### config.mk
export PLATFORM = sky130hd
export DESIGN_NAME = mem_port_arbiter
export DESIGN_NICKNAME = d
export VERILOG_FILES = /design/src/rtl/mem_port_arbiter.sv
export SDC_FILE = /design/constraint.sdc
export NUM_CORES = 1
export LEC_CHECK = 0
export BUFFER_PORTS_ARGS = -buffer_cell sky130_fd_sc_hd__buf_4
export CAP_MARGIN = 20
export CORE_MARGIN = 2
export CORE_UTILIZATION = 41
export CTS_CLUSTER_DIAMETER = 40
export DETAILED_ROUTE_END_ITERATION = 16
export PLACE_DENSITY = 0.76
export SLEW_MARGIN = 20
export SYNTH_ARGS = -nofsm -noshare
export SYNTH_HDL_FRONTEND = slang
export SYNTH_SLANG_ARGS = --single-unit
### constraint.sdc
create_clock -name clk -period 1.2 [get_ports clk]
set_clock_uncertainty 0.15 [all_clocks]
set_input_delay 0.06 -clock clk [delete_from_list [all_inputs] [get_ports clk]]
set_output_delay 0.06 -clock clk [all_outputs]
set_load 0.02 [all_outputs]
### src/rtl/mem_port_arbiter.sv
// Round-robin arbiter sharing one synchronous-read memory port between the CPU and debug requesters.
// Optional statistics outputs (conflict_cnt, dbg_starved) are built when MEM_ARB_STATS_EN is defined.
module mem_port_arbiter #(
    parameter int ADDR_W = 8,
    parameter int DATA_W = 32,
    parameter int RD_LAT = 1
) (
    input  logic              clk,
    input  logic              rst,
    input  logic              cpu_req,
    input  logic              cpu_we,
    input  logic [ADDR_W-1:0] cpu_addr,
    input  logic [DATA_W-1:0] cpu_wdata,
    output logic              cpu_gnt,
    output logic              cpu_rvalid,
    output logic [DATA_W-1:0] cpu_rdata,
    input  logic              dbg_req,
    input  logic              dbg_we,
    input  logic [ADDR_W-1:0] dbg_addr,
    input  logic [DATA_W-1:0] dbg_wdata,
    output logic              dbg_gnt,
    output logic              dbg_rvalid,
    output logic [DATA_W-1:0] dbg_rdata,
    output logic [ADDR_W-1:0] mem_addr,
    output logic [DATA_W-1:0] mem_data,
    output logic              mem_wen,
`ifdef MEM_ARB_STATS_EN
    output logic [15:0]       conflict_cnt,
    output logic [0:0]        dbg_starved,
`endif
    input  logic [DATA_W-1:0] mem_q
);

    logic              prio_dbg_reg;
    logic              any_gnt;
    logic              sel_we;
    logic [ADDR_W-1:0] sel_addr;
    logic [DATA_W-1:0] sel_wdata;
    logic [ADDR_W-1:0] mem_addr_reg;
    logic [DATA_W-1:0] mem_data_reg;
    logic              mem_wen_reg;
    logic [RD_LAT:0]   tag_v_reg;
    logic [RD_LAT:0]   tag_dbg_reg;
    logic [DATA_W-1:0] cpu_rdata_reg;
    logic [DATA_W-1:0] dbg_rdata_reg;

    // Grants are masked while reset is asserted so every output reads 0 during reset.
    assign cpu_gnt = rst & cpu_req & (~dbg_req | ~prio_dbg_reg);
    assign dbg_gnt = rst & dbg_req & (~cpu_req | prio_dbg_reg);
    assign any_gnt = cpu_gnt | dbg_gnt;

    always_comb begin
        sel_we    = cpu_we;
        sel_addr  = cpu_addr;
        sel_wdata = cpu_wdata;
        if (dbg_gnt) begin
            sel_we    = dbg_we;
            sel_addr  = dbg_addr;
            sel_wdata = dbg_wdata;
        end
    end

    always_ff @(posedge clk or negedge rst) begin
        if (!rst) begin
            prio_dbg_reg <= 1'b0;
        end else if (cpu_gnt) begin
            prio_dbg_reg <= 1'b1;
        end else if (dbg_gnt) begin
            prio_dbg_reg <= 1'b0;
        end
    end

    always_ff @(posedge clk or negedge rst) begin
        if (!rst) begin
            mem_addr_reg <= '0;
            mem_data_reg <= '0;
            mem_wen_reg  <= 1'b0;
        end else begin
            if (any_gnt) begin
                mem_addr_reg <= sel_addr;
            end
            mem_data_reg <= any_gnt ? sel_wdata : '0;
            mem_wen_reg  <= any_gnt & sel_we;
        end
    end

    assign mem_addr = mem_addr_reg;
    assign mem_data = mem_data_reg;
    assign mem_wen  = mem_wen_reg;

    // Owner tags travel alongside each read; stage k is valid in cycle G+1+k.
    always_ff @(posedge clk or negedge rst) begin
        if (!rst) begin
            tag_v_reg   <= '0;
            tag_dbg_reg <= '0;
        end else begin
            tag_v_reg   <= {tag_v_reg[RD_LAT-1:0], any_gnt & ~sel_we};
            tag_dbg_reg <= {tag_dbg_reg[RD_LAT-1:0], dbg_gnt};
        end
    end

    assign cpu_rvalid = tag_v_reg[RD_LAT] & ~tag_dbg_reg[RD_LAT];
    assign dbg_rvalid = tag_v_reg[RD_LAT] & tag_dbg_reg[RD_LAT];

    // Read data is forwarded from mem_q on the rvalid cycle and held in a register afterwards.
    always_ff @(posedge clk or negedge rst) begin
        if (!rst) begin
            cpu_rdata_reg <= '0;
            dbg_rdata_reg <= '0;
        end else begin
            if (cpu_rvalid) begin
                cpu_rdata_reg <= mem_q;
            end
            if (dbg_rvalid) begin
                dbg_rdata_reg <= mem_q;
            end
        end
    end

    assign cpu_rdata = cpu_rvalid ? mem_q : cpu_rdata_reg;
    assign dbg_rdata = dbg_rvalid ? mem_q : dbg_rdata_reg;

`ifdef MEM_ARB_STATS_EN
    logic [15:0] conflict_cnt_reg;
    logic [1:0]  dbg_wait_reg;
    logic        dbg_starved_reg;

    always_ff @(posedge clk or negedge rst) begin
        if (!rst) begin
            conflict_cnt_reg <= '0;
        end else if (cpu_req && dbg_req && conflict_cnt_reg != 16'hFFFF) begin
            conflict_cnt_reg <= conflict_cnt_reg + 16'd1;
        end
    end

    // dbg_wait_reg counts ungranted request cycles; the fourth in a row raises dbg_starved.
    always_ff @(posedge clk or negedge rst) begin
        if (!rst) begin
            dbg_wait_reg    <= '0;
            dbg_starved_reg <= 1'b0;
        end else if (dbg_gnt) begin
            dbg_wait_reg    <= '0;
            dbg_starved_reg <= 1'b0;
        end else if (dbg_req) begin
            if (dbg_wait_reg == 2'd3) begin
                dbg_starved_reg <= 1'b1;
            end else begin
                dbg_wait_reg <= dbg_wait_reg + 2'd1;
            end
        end else begin
            dbg_wait_reg <= '0;
        end
    end

    assign conflict_cnt   = conflict_cnt_reg;
    assign dbg_starved[0] = dbg_starved_reg;
`endif

endmodule

==> key figures, run 1 <==
Power
  – Logic pwr share: 0.448
  – Sequential Power Share: 0.366
  – Max IR drop VDD: around 1.3 mV
  – Static Leakage: 0.004157 uW
  – Internal Power: 8568 uW
  – Clock power share: 0.186
  – Power Dens Cells: 1480 mW/mm^2
  – P_sw: 4265 uW
  – Switching Fraction: 0.3324

Finish
  – Post-route cell area: 0.008673 sq mm
  – Ant diodes: 0
  – Post-layout net count: ~810
  – Area Overhead vs Synth: 97.83%
  – Layout cells sized above 1: 0.6190

Route
  – Avg WL per Cell: 24.80 um
  – Routed vias/inst: around 5.7
  – Met2 wire length: approximately 10000 um
  – Drt first pass iters: 5
  – Drc violations: 0
  – Top sig layer: met4
  – Routed vias: 4708
  – Met3 WL: 2125 um
  – DR iter-0 viols: 359
  – DRT met1 WL: between 7000 and 8000 um
  – Routed WL: between 20000 and 25000 um
  – Remaining antenna violation count: 0

Clock network
  – # hold bufs at CTS: 84
  – CTS sink cnt: 110
  – CTS tree: built
  – Root Buffer: clkbuf_8
  – CTS buffer count: 9
  – H-tree lvl count: 3
  – Clk slew on worst S/H paths: about 0.10 ns
  – Clk buf depth: 2
  – Worst skew pair latency: 0.38 ns

Logic synthesis
  – Simple-Gate Fraction of Synth Area: 0.06393
  – Synth Area in Adders: 0
  – Syn avg cell area: 12.60 sq um
  – Seq/Total Area, Yosys: 0.6279
  – Largest family of logic cells by synthesized area: multiplexers
  – Mux contribution to synthesized area: 0.1644
  – Synth Net Count: between 400 and 500
  – Yosys cell types: 22
  – Post-synthesis register bit count: 110
  – Mapped Cells: 348
  – Mapped cell area: 0.004384 sq mm
  – Synth Area in Compound Gates: 0.1016
  – Synth Area in XOR/XNOR: 0
  – Synth Warn #: 0

STA
  – Final Hold Viols: 64
  – Max-slew violations: 0
  – Final period util: 1.569
  – Relative slew margins: 0.5455
  – Final setup violation count: 174
  – Fmax: 531.1 MHz
  – Slew @ Worst Pin: slightly below 0.7 ns
  – Hold Slack: -0.2073 ns
  – Setup ws final: -0.6830 ns
  – RSZ-0062 raised after global routing: true
  – Min Clock Period, post-route: around 1.9 ns

Floorplanning
  – Die height: between 100 and 150 um
  – Core ar.: 0.01037 sq mm
  – Starting Density: 0.4228
  – Ports: 227
  – Die X: 107.4 um
  – Die area: 0.01154 sq mm
  – # rows: 37

Job
  – Max-cap violations: 0

Setup path
  – CP endpoint kind: output pin
  – CP Class: reg2out
  – CP arrival: 1.67 ns
  – Setup crit start kind: flop
  – CP max FO: 7
  – Critical Path RT: around 1 ns

Placed design
  – Placement-stage cell area: roughly 0.0064 sq mm
  – IO buf count: 226
  – Gp weighted congestion: 0.7668
  – Dpl ws: -0.2484 ns
  – Post-DP HPWL: approximately 8700 um

Global routing
  – Global-route wire length before repair: 25400 um
  – Overflow after GRT: 0
  – Initial antenna violation count: 0
  – Largest net degree at the start of global routing: 108
  – Total GRT Usage: 0.2913
  – Vias in the first global route: approximately 4700

Run status
  – Status: finished with violations
  – Failing checks: hold timing, setup timing

Worst hold path
  – Worst min-delay path class: in2reg
power by group through the flow:
stage                     logic, uW  registers [uW]  clock network [uW]
after global placement         3920            4670                   0
final                          5750            4690                2390
after global routing           5940            4750                2560
after floorplan                2120            4770                   0
after CTS                      4670            4620                2390
after detailed placement       4010            4690                   0
cell usage in the layout (no fill, tap or decap), types with 2 or more instances in the layout:
master / instances
buf_12: 12
a21oi_2: 30
nand2_1: 3
clkbuf_8: 12
buf_16: 4
buf_4: 182
dlygate4sd3_1: 84
buf_8: 5
a31oi_1: 7
o21ai_2: 27
clkbuf_16: 3
mux2_4: 53
o21ai_4: 13
inv_1: 3
nor2_1: 7
nand3_1: 40
mux2_2: 11
clkbuf_1: 2
buf_6: 67
dfrtp_1: 110
a21oi_1: 4
final timing paths:
check                                         start                     endpoint  slack [ns]  depth (start not counted)
setup reg to reg           prio_dbg_reg$_DFFE_PN0P_      mem_addr[6]$_DFFE_PN0P_       -0.47                          6
hold / removal                            mem_q[17]  cpu_rdata_reg[17]$_DFF_PN0_       -0.21                          2
min in group asynchronous                       rst      mem_addr[1]$_DFFE_PN0P_        0.41                          4
max in group asynchronous                       rst  dbg_rdata_reg[27]$_DFF_PN0_        0.09                          4
setup / recovery           tag_dbg_reg[1]$_DFF_PN0_                cpu_rdata[28]       -0.68                          4
hold reg to reg              tag_v_reg[0]$_DFF_PN0_       tag_v_reg[1]$_DFF_PN0_        0.21                          0
metrics by stage:
stage	total power (uW)	cells	TNS, ns	util	hold slack (ns)
floorplan	6886	348	-18.07	-	-0.3856
global placement	8588	697	-27.97	0.6186	-0.2729
detailed placement	8699	697	-29.13	0.6186	-0.2712
CTS	11680	813	-63.38	0.7660	-0.2308
global route	13250	829	-73.61	0.8364	-0.2226
finish	12830	829	-69.37	0.8364	-0.2073
critical path, cell delays in order (launching register included):
cell	delay, ns
dfrtp_1	0.41
nand2b_4	0.22
clkbuf_16	0.20
mux2_4	0.33
buf_6	0.14
layout make-up:
class	instances	area, sq um
repair buffers	357	3462
multi-input cells	207	2066
well taps	136	170.2
flip-flops and latches	110	2753
inverters	3	11.26
clock buffers	14	172.7
fillers	477	1697
clock inverters	2	38.79
Yosys cell counts, drive strengths merged:
master	instances	area [sq um]
nor2	8	30.03
buf	25	160.2
a21oi	35	175.2
nand2	4	15.01
and2	1	6.260
nand3	40	200.2
and2b	1	10.01
nand2b	2	12.51
o21a	1	7.510
clkbuf	3	13.76
o32ai	1	8.760
mux2	64	720.7
o21ai	42	210.2
inv	3	11.26
and3	1	6.260
a31oi	7	43.79
dfrtp	110	2753
cells by family after synthesis:
logic type,count (synthesis)
AO/OA/AOI/OAI,86
buffers and inverters,31
flip-flops,110
multiplexers,64
AND/OR/NAND/NOR,57
what timing repair did:
| action | 4_1_cts | 5_1_grt |
|---|---|---|
| resized for setup | 79 | 155 |
| endpoints found under the setup margin | 173 | 184 |
| buffers inserted | 10 | 18 |
| cloned | 6 | 4 |
| pin swaps | 31 | 27 |
| hold endpoints to repair | 218 | 65 |
metal layers:
layer | track usage | vias to the layer above
met3 | 0.08656 | 83
met5 | 0 | -
met4 | 0.1236 | 0
met1 | 0.3581 | 2298
li1 | - | 1909
met2 | 0.4788 | 418
No activity file was read; power rests on OpenSTA's default activity.
==> run 2: changes to the inputs <==
CORE_UTILIZATION = 42   (was 41)
CTS_BUF_LIST = sky130_fd_sc_hd__clkbuf_4   (was unset)
PLACE_DENSITY = 0.78   (was 0.76)
==> key figures, run 2 (synthesized netlist as in run 1, its figures left out) <==
Clock network
  – Root Buffer: clkbuf_4
  – CTS sink cnt: 110 (unchanged)
  – Clk slew on worst S/H paths: 0.19 ns (+0.09 ns)
  – Clk buf depth: 2 (unchanged)
  – CTS buffer count: 9 (unchanged)
  – CTS tree: built
  – Worst skew pair latency: 0.48 ns (+0.10 ns)
  – H-tree lvl count: 3 (unchanged)

Finish
  – Area Overhead vs Synth: 102.9%
  – Layout cells sized above 1: 0.6319 (+0.01283)
  – Most common cell after layout, fill and taps aside: buf_4
  – Commonest cells after routing, fill and taps aside: buf_4, buf_6, dfrtp_1
  – Finished Layout Cells: 846 (+2.1%)
  – Post-layout net count: 822 (+2.0%)
  – Fillers: 408 (-14%)

STA
  – RSZ-0062 raised after global routing: true
  – Min Clock Period, post-route: 2.006 ns (+0.1227 ns)
  – Hold Slack: -0.3170 ns (-0.1098 ns)
  – Setup ws final: -0.8057 ns (-0.1227 ns)
  – Final period util: 1.671 (+0.1023)
  – Fmax: 498.6 MHz (-6.1%)
  – Max-slew violations: 0 (unchanged)
  – Final Hold Viols: 64 (unchanged)
  – Slew @ Worst Pin: 0.5362 ns (-0.1455 ns)
  – Relative slew margins: 0.6425 (+0.09700)
  – Final setup violation count: 217 (+25%)

Worst hold path
  – Worst min-delay path class: in2reg
  – Worst hold stages: 2 (unchanged)
  – Hold_sp: mem_q[16]
  – Hold path endpoint: dbg_rdata_reg[16]$_DFF_PN0_

Setup path
  – CP Class: reg2out
  – RR Startpoint: prio_dbg_reg$_DFFE_PN0P_
  – Worst-case register-to-register setup slack: -0.55 ns (-0.08 ns)
  – CP max FO: 6 (-1)
  – CP endpoint kind: output pin
  – R2R depth: 6 (unchanged)
  – CP arrival: 1.80 ns (+0.13 ns)
  – Setup crit start kind: flop
  – Reg2reg end: mem_addr[2]$_DFFE_PN0P_
  – Critical Path RT: 0.99 ns (about the same)

Global routing
  – Largest net degree at the start of global routing: 106 (-1.9%)
  – Initial antenna violation count: 1 (+1)
  – Overflow after GRT: 0 (unchanged)
  – Vias in the first global route: 4875 (+4.0%)
  – Total GRT Usage: 0.3050 (+0.01364)
  – Global-route wire length before repair: 26470 um (+4.2%)

Placed design
  – Gp weighted congestion: 0.8082 (+5.4%)
  – Post-DP HPWL: 8948 um (+3.4%)
  – Placed cell count: 705 (+1.1%)
  – Dpl ws: -0.2575 ns (-0.009134 ns)
  – IO buf count: 226 (unchanged)

Route
  – Routed WL: 20700 um (+0.66%)
  – Avg WL per Cell: 24.46 um (-1.4%)
  – Routed vias/inst: 5.660 (-0.34%)
  – DR iter-0 viols: 344 (-4.2%)
  – Routed vias: 4788 (+1.7%)
  – Drt first pass iters: 5 (unchanged)
  – Drc violations: 0 (unchanged)
  – Remaining antenna violation count: 0 (unchanged)

Power
  – Static Leakage: 0.004207 uW (+1.2%)
  – Max IR drop VDD: 0.8345 mV (-37%)
  – Power Dens Cells: 1414 mW/mm^2 (-4.5%)

Floorplanning
  – Die area: 0.01127 sq mm (-2.3%)
  – # rows: 37 (unchanged)
  – Core ar.: 0.01023 sq mm (-1.3%)
  – Die X: 106.2 um (-1.1%)
  – Starting Density: 0.4285 (+0.005739)
  – Die height: 106.2 um (-1.1%)
  – Ports: 227 (unchanged)

Job
  – Max-cap violations: 0 (unchanged)

Run status
  – Failing checks: hold timing, setup timing
  – Status: finished with violations
run 2: worst max path at each step:
stage | startpoint | to | slack (ns) | depth (start not counted)
2_1_floorplan | tag_dbg_reg[1]$_DFF_PN0_ | cpu_rdata_reg[10]$_DFF_PN0_ | -0.19 | 4
3_3_place_gp | tag_dbg_reg[1]$_DFF_PN0_ | cpu_rdata[25] | -0.24 | 4
3_5_place_dp | tag_v_reg[1]$_DFF_PN0_ | dbg_rdata[28] | -0.26 | 4
4_1_cts | tag_v_reg[1]$_DFF_PN0_ | cpu_rdata[0] | -0.83 | 4
5_1_grt | tag_dbg_reg[1]$_DFF_PN0_ | cpu_rdata[25] | -0.86 | 4
6_report | tag_v_reg[1]$_DFF_PN0_ | cpu_rdata[25] | -0.81 | 4
run 2: area by class of cell:
cell class                 instances  area, sq um  area share
tap                              136        170.2     0.01913
sequential                       110         2754      0.3095
multi-input combinational        207         2098      0.2358
timing repair buffer             373         3720      0.4181
clock buffer                       9        67.56    0.007594
clock inverter                     7        73.82    0.008297
antenna                            1        2.502   0.0002813
inverter                           3        11.26    0.001266
run 2: repair_timing:
action,CTS,global route
buffers inserted,13,18
resized for setup,147,135
pin swaps,31,27
hold endpoints to repair,218,191
gates cloned,4,6
setup endpoints to repair,215,217
hold buffers,85,3
run 2: where the power goes:
| group | total, uW | internal, uW | switching [uW] | leakage [uW] |
|---|---|---|---|---|
| Clock | 1970 | 639 | 1330 | 0.0000662 |
| Sequential | 4730 | 4410 | 316 | 0.00133 |
| Combinational | 5880 | 3120 | 2760 | 0.00281 |
| Total | 12600 | 8170 | 4410 | 0.00421 |
run 2: per-stage QoR:
stage | util | instance area, sq um | hold slack, ns | total power, uW | TNS (ns)
floorplan | - | 4551 | -0.3856 | 6886 | -18.07
global placement | 0.6341 | 6487 | -0.1201 | 8622 | -27.04
detailed placement | 0.6341 | 6487 | -0.1220 | 8758 | -29.89
CTS | 0.7910 | 8093 | -0.3622 | 11490 | -76.48
global route | 0.8696 | 8897 | -0.3427 | 12980 | -89.98
finish | 0.8696 | 8897 | -0.3170 | 12580 | -83.83
run 2: metal layers:
| metal | share of wire | GRT usage |
|---|---|---|
| met1 | 0.36 | 0.3661 |
| met2 | 0.49 | 0.5055 |
| met3 | 0.10 | 0.08216 |
| met4 | 0.048 | 0.1532 |
| met5 | 0 | 0 |
run 2: worst max-delay path, stage by stage, from the launching register on:
cell,delay (ns)
dfrtp_2,0.49
nand2b_4,0.17
clkbuf_16,0.19
mux2_4,0.33
buf_6,0.14
==> run 3: changes to the inputs <==
RECOVER_POWER = 25   (was unset)
==> key figures, run 3 (synthesized netlist as in run 1, its figures left out) <==
Run status
  – Status: finished with violations
  – Failing checks: hold timing, setup timing

Route
  – Drc violations: 0 (unchanged)
  – Routed WL: 20700 um (about the same)
  – Remaining antenna violation count: 0 (unchanged)
  – Avg WL per Cell: 24.47 um (about the same)
  – DR iter-0 viols: 344 (unchanged)
  – Routed vias: 4794 (+0.13%)
  – Drt first pass iters: 5 (unchanged)
  – Routed vias/inst: 5.667 (+0.13%)

STA
  – Relative slew margins: 0.6418 (-0.0007060)
  – Hold Slack: -0.3155 ns (+0.001520 ns)
  – Max-slew violations: 0 (unchanged)
  – RSZ-0062 raised after global routing: true
  – Final Hold Viols: 64 (unchanged)
  – Min Clock Period, post-route: 2.002 ns (-0.003662 ns)
  – Fmax: 499.5 MHz (+0.18%)
  – Setup ws final: -0.8020 ns (+0.003662 ns)
  – Final period util: 1.668 (-0.003052)
  – Total negative setup slack: -83.60 ns (+0.2388 ns)
  – Slew @ Worst Pin: 0.5372 ns (+0.001060 ns)
  – Final setup violation count: 217 (unchanged)

Placed design
  – Post-DP HPWL: 8948 um (unchanged)
  – IO buf count: 226 (unchanged)
  – Dpl ws: -0.2575 ns (unchanged)
  – Gp weighted congestion: 0.8082 (unchanged)

Clock network
  – Clk buf depth: 2 (unchanged)
  – Clk slew on worst S/H paths: 0.19 ns (about the same)
  – CTS tree: built
  – H-tree lvl count: 3 (unchanged)
  – CTS buffer count: 9 (unchanged)
  – Worst skew pair latency: 0.47 ns (about the same)
  – CTS sink cnt: 110 (unchanged)
  – Root Buffer: clkbuf_4

Global routing
  – Vias in the first global route: 4875 (unchanged)
  – Largest net degree at the start of global routing: 106 (unchanged)
  – Initial antenna violation count: 1 (unchanged)
  – Total GRT Usage: 0.3050 (unchanged)
  – Global-route wire length before repair: 26470 um (unchanged)
  – Overflow after GRT: 0 (unchanged)

Finish
  – Most common cell after layout, fill and taps aside: buf_4
  – Layout cells sized above 1: 0.6305 (-0.001410)
  – Area Overhead vs Synth: 102.9% (about the same)
  – Post-layout net count: 822 (unchanged)
  – Final Util: 0.8693 (about the same)
  – FF/Latch Area: 0.002754 sq mm (unchanged)
  – Commonest cells after routing, fill and taps aside: buf_4, buf_6, dfrtp_1
  – Area occupied by multi-input gates: 0.002098 sq mm (unchanged)
  – Fillers: 409 (+0.25%)

Power
  – Sequential Power Share: 0.376 (about the same)
  – Logic pwr share: 0.468 (about the same)
  – Switching Fraction: 0.3504 (about the same)
  – P_sw: 4406 uW (about the same)
  – Clock power share: 0.156 (about the same)
  – Static Leakage: 0.004203 uW (about the same)
  – Power Dens Cells: 1414 mW/mm^2 (about the same)
  – Max IR drop VDD: 0.8347 mV (about the same)
  – Internal Power: 8167 uW (about the same)

Floorplanning
  – Die X: 106.2 um (unchanged)
  – Ports: 227 (unchanged)
  – Die area: 0.01127 sq mm (unchanged)
  – # rows: 37 (unchanged)
  – Die height: 106.2 um (unchanged)
  – Starting Density: 0.4285 (unchanged)
  – Core ar.: 0.01023 sq mm (unchanged)

Job
  – Max-cap violations: 0 (unchanged)

Setup path
  – CP arrival: 1.79 ns (about the same)
  – CP max FO: 6 (unchanged)
  – Setup crit start kind: flop
  – Critical Path RT: 0.99 ns (about the same)
  – CP endpoint kind: output pin
  – CP Class: reg2out

Worst hold path
  – Worst min-delay path class: in2reg
## run 3: power by group through the flow
stage / clock network (uW) / registers, uW / logic [uW]
finish: 1960 / 4730 / 5880
global route: 2120 / 4780 / 6070
CTS: 1940 / 4670 / 4880
detailed placement: 0 / 4710 / 4050
global placement: 0 / 4680 / 3950
floorplan: 0 / 4770 / 2120
## run 3: per-layer routing
layer  up-vias  global-route usage  share of wire  routed length (um)
li1       1955                   -              -                   -
met3        88             0.08216           0.10                2088
met2       399              0.5055           0.49               10090
met1      2352              0.3661           0.36                7514
met4         0              0.1532          0.049                1004
met5         -                   0              0                   0
## run 3: worst paths after layout
kind / from / to / slack, ns / cells past startpoint
max in group asynchronous: rst / cpu_rdata_reg[22]$_DFF_PN0_ / 0.21 / 3
max reg2reg: prio_dbg_reg$_DFFE_PN0P_ / mem_addr[1]$_DFFE_PN0P_ / -0.54 / 6
min: mem_q[20] / cpu_rdata_reg[20]$_DFF_PN0_ / -0.32 / 2
min in group asynchronous: rst / mem_addr[7]$_DFFE_PN0P_ / 0.14 / 3
min reg2reg: tag_v_reg[0]$_DFF_PN0_ / tag_v_reg[1]$_DFF_PN0_ / 0.25 / 0
max: tag_v_reg[1]$_DFF_PN0_ / cpu_rdata[25] / -0.80 / 4
## run 3: cell type report
class | instances | share of cell area
clock inverter | 7 | 0.008301
tap | 136 | 0.01913
timing repair buffer | 373 | 0.4178
inverter | 3 | 0.001266
clock buffer | 9 | 0.007597
multi-input combinational | 207 | 0.2359
antenna | 1 | 0.0002814
sequential | 110 | 0.3097
## run 3: through the flow
stage	power, uW	instances	area, sq um
finish	12570	846	8894
global route	12980	846	8894
CTS	11490	823	8093
detailed placement	8758	705	6487
global placement	8622	705	6487
floorplan	6886	348	4551
## run 3: what timing repair did
action	CTS	global route
gates cloned	4	6
hold endpoints to repair	218	191
pin swaps	31	27
hold buffers	85	3
resized for setup	147	135
setup endpoints to repair	215	217
buffers inserted	13	18
## run 3: worst max-delay path, stage by stage (launching register included)
cell       delay [ns]
dfrtp_2          0.49
nand2b_4         0.17
clkbuf_16        0.19
mux2_4           0.33
buf_6            0.14
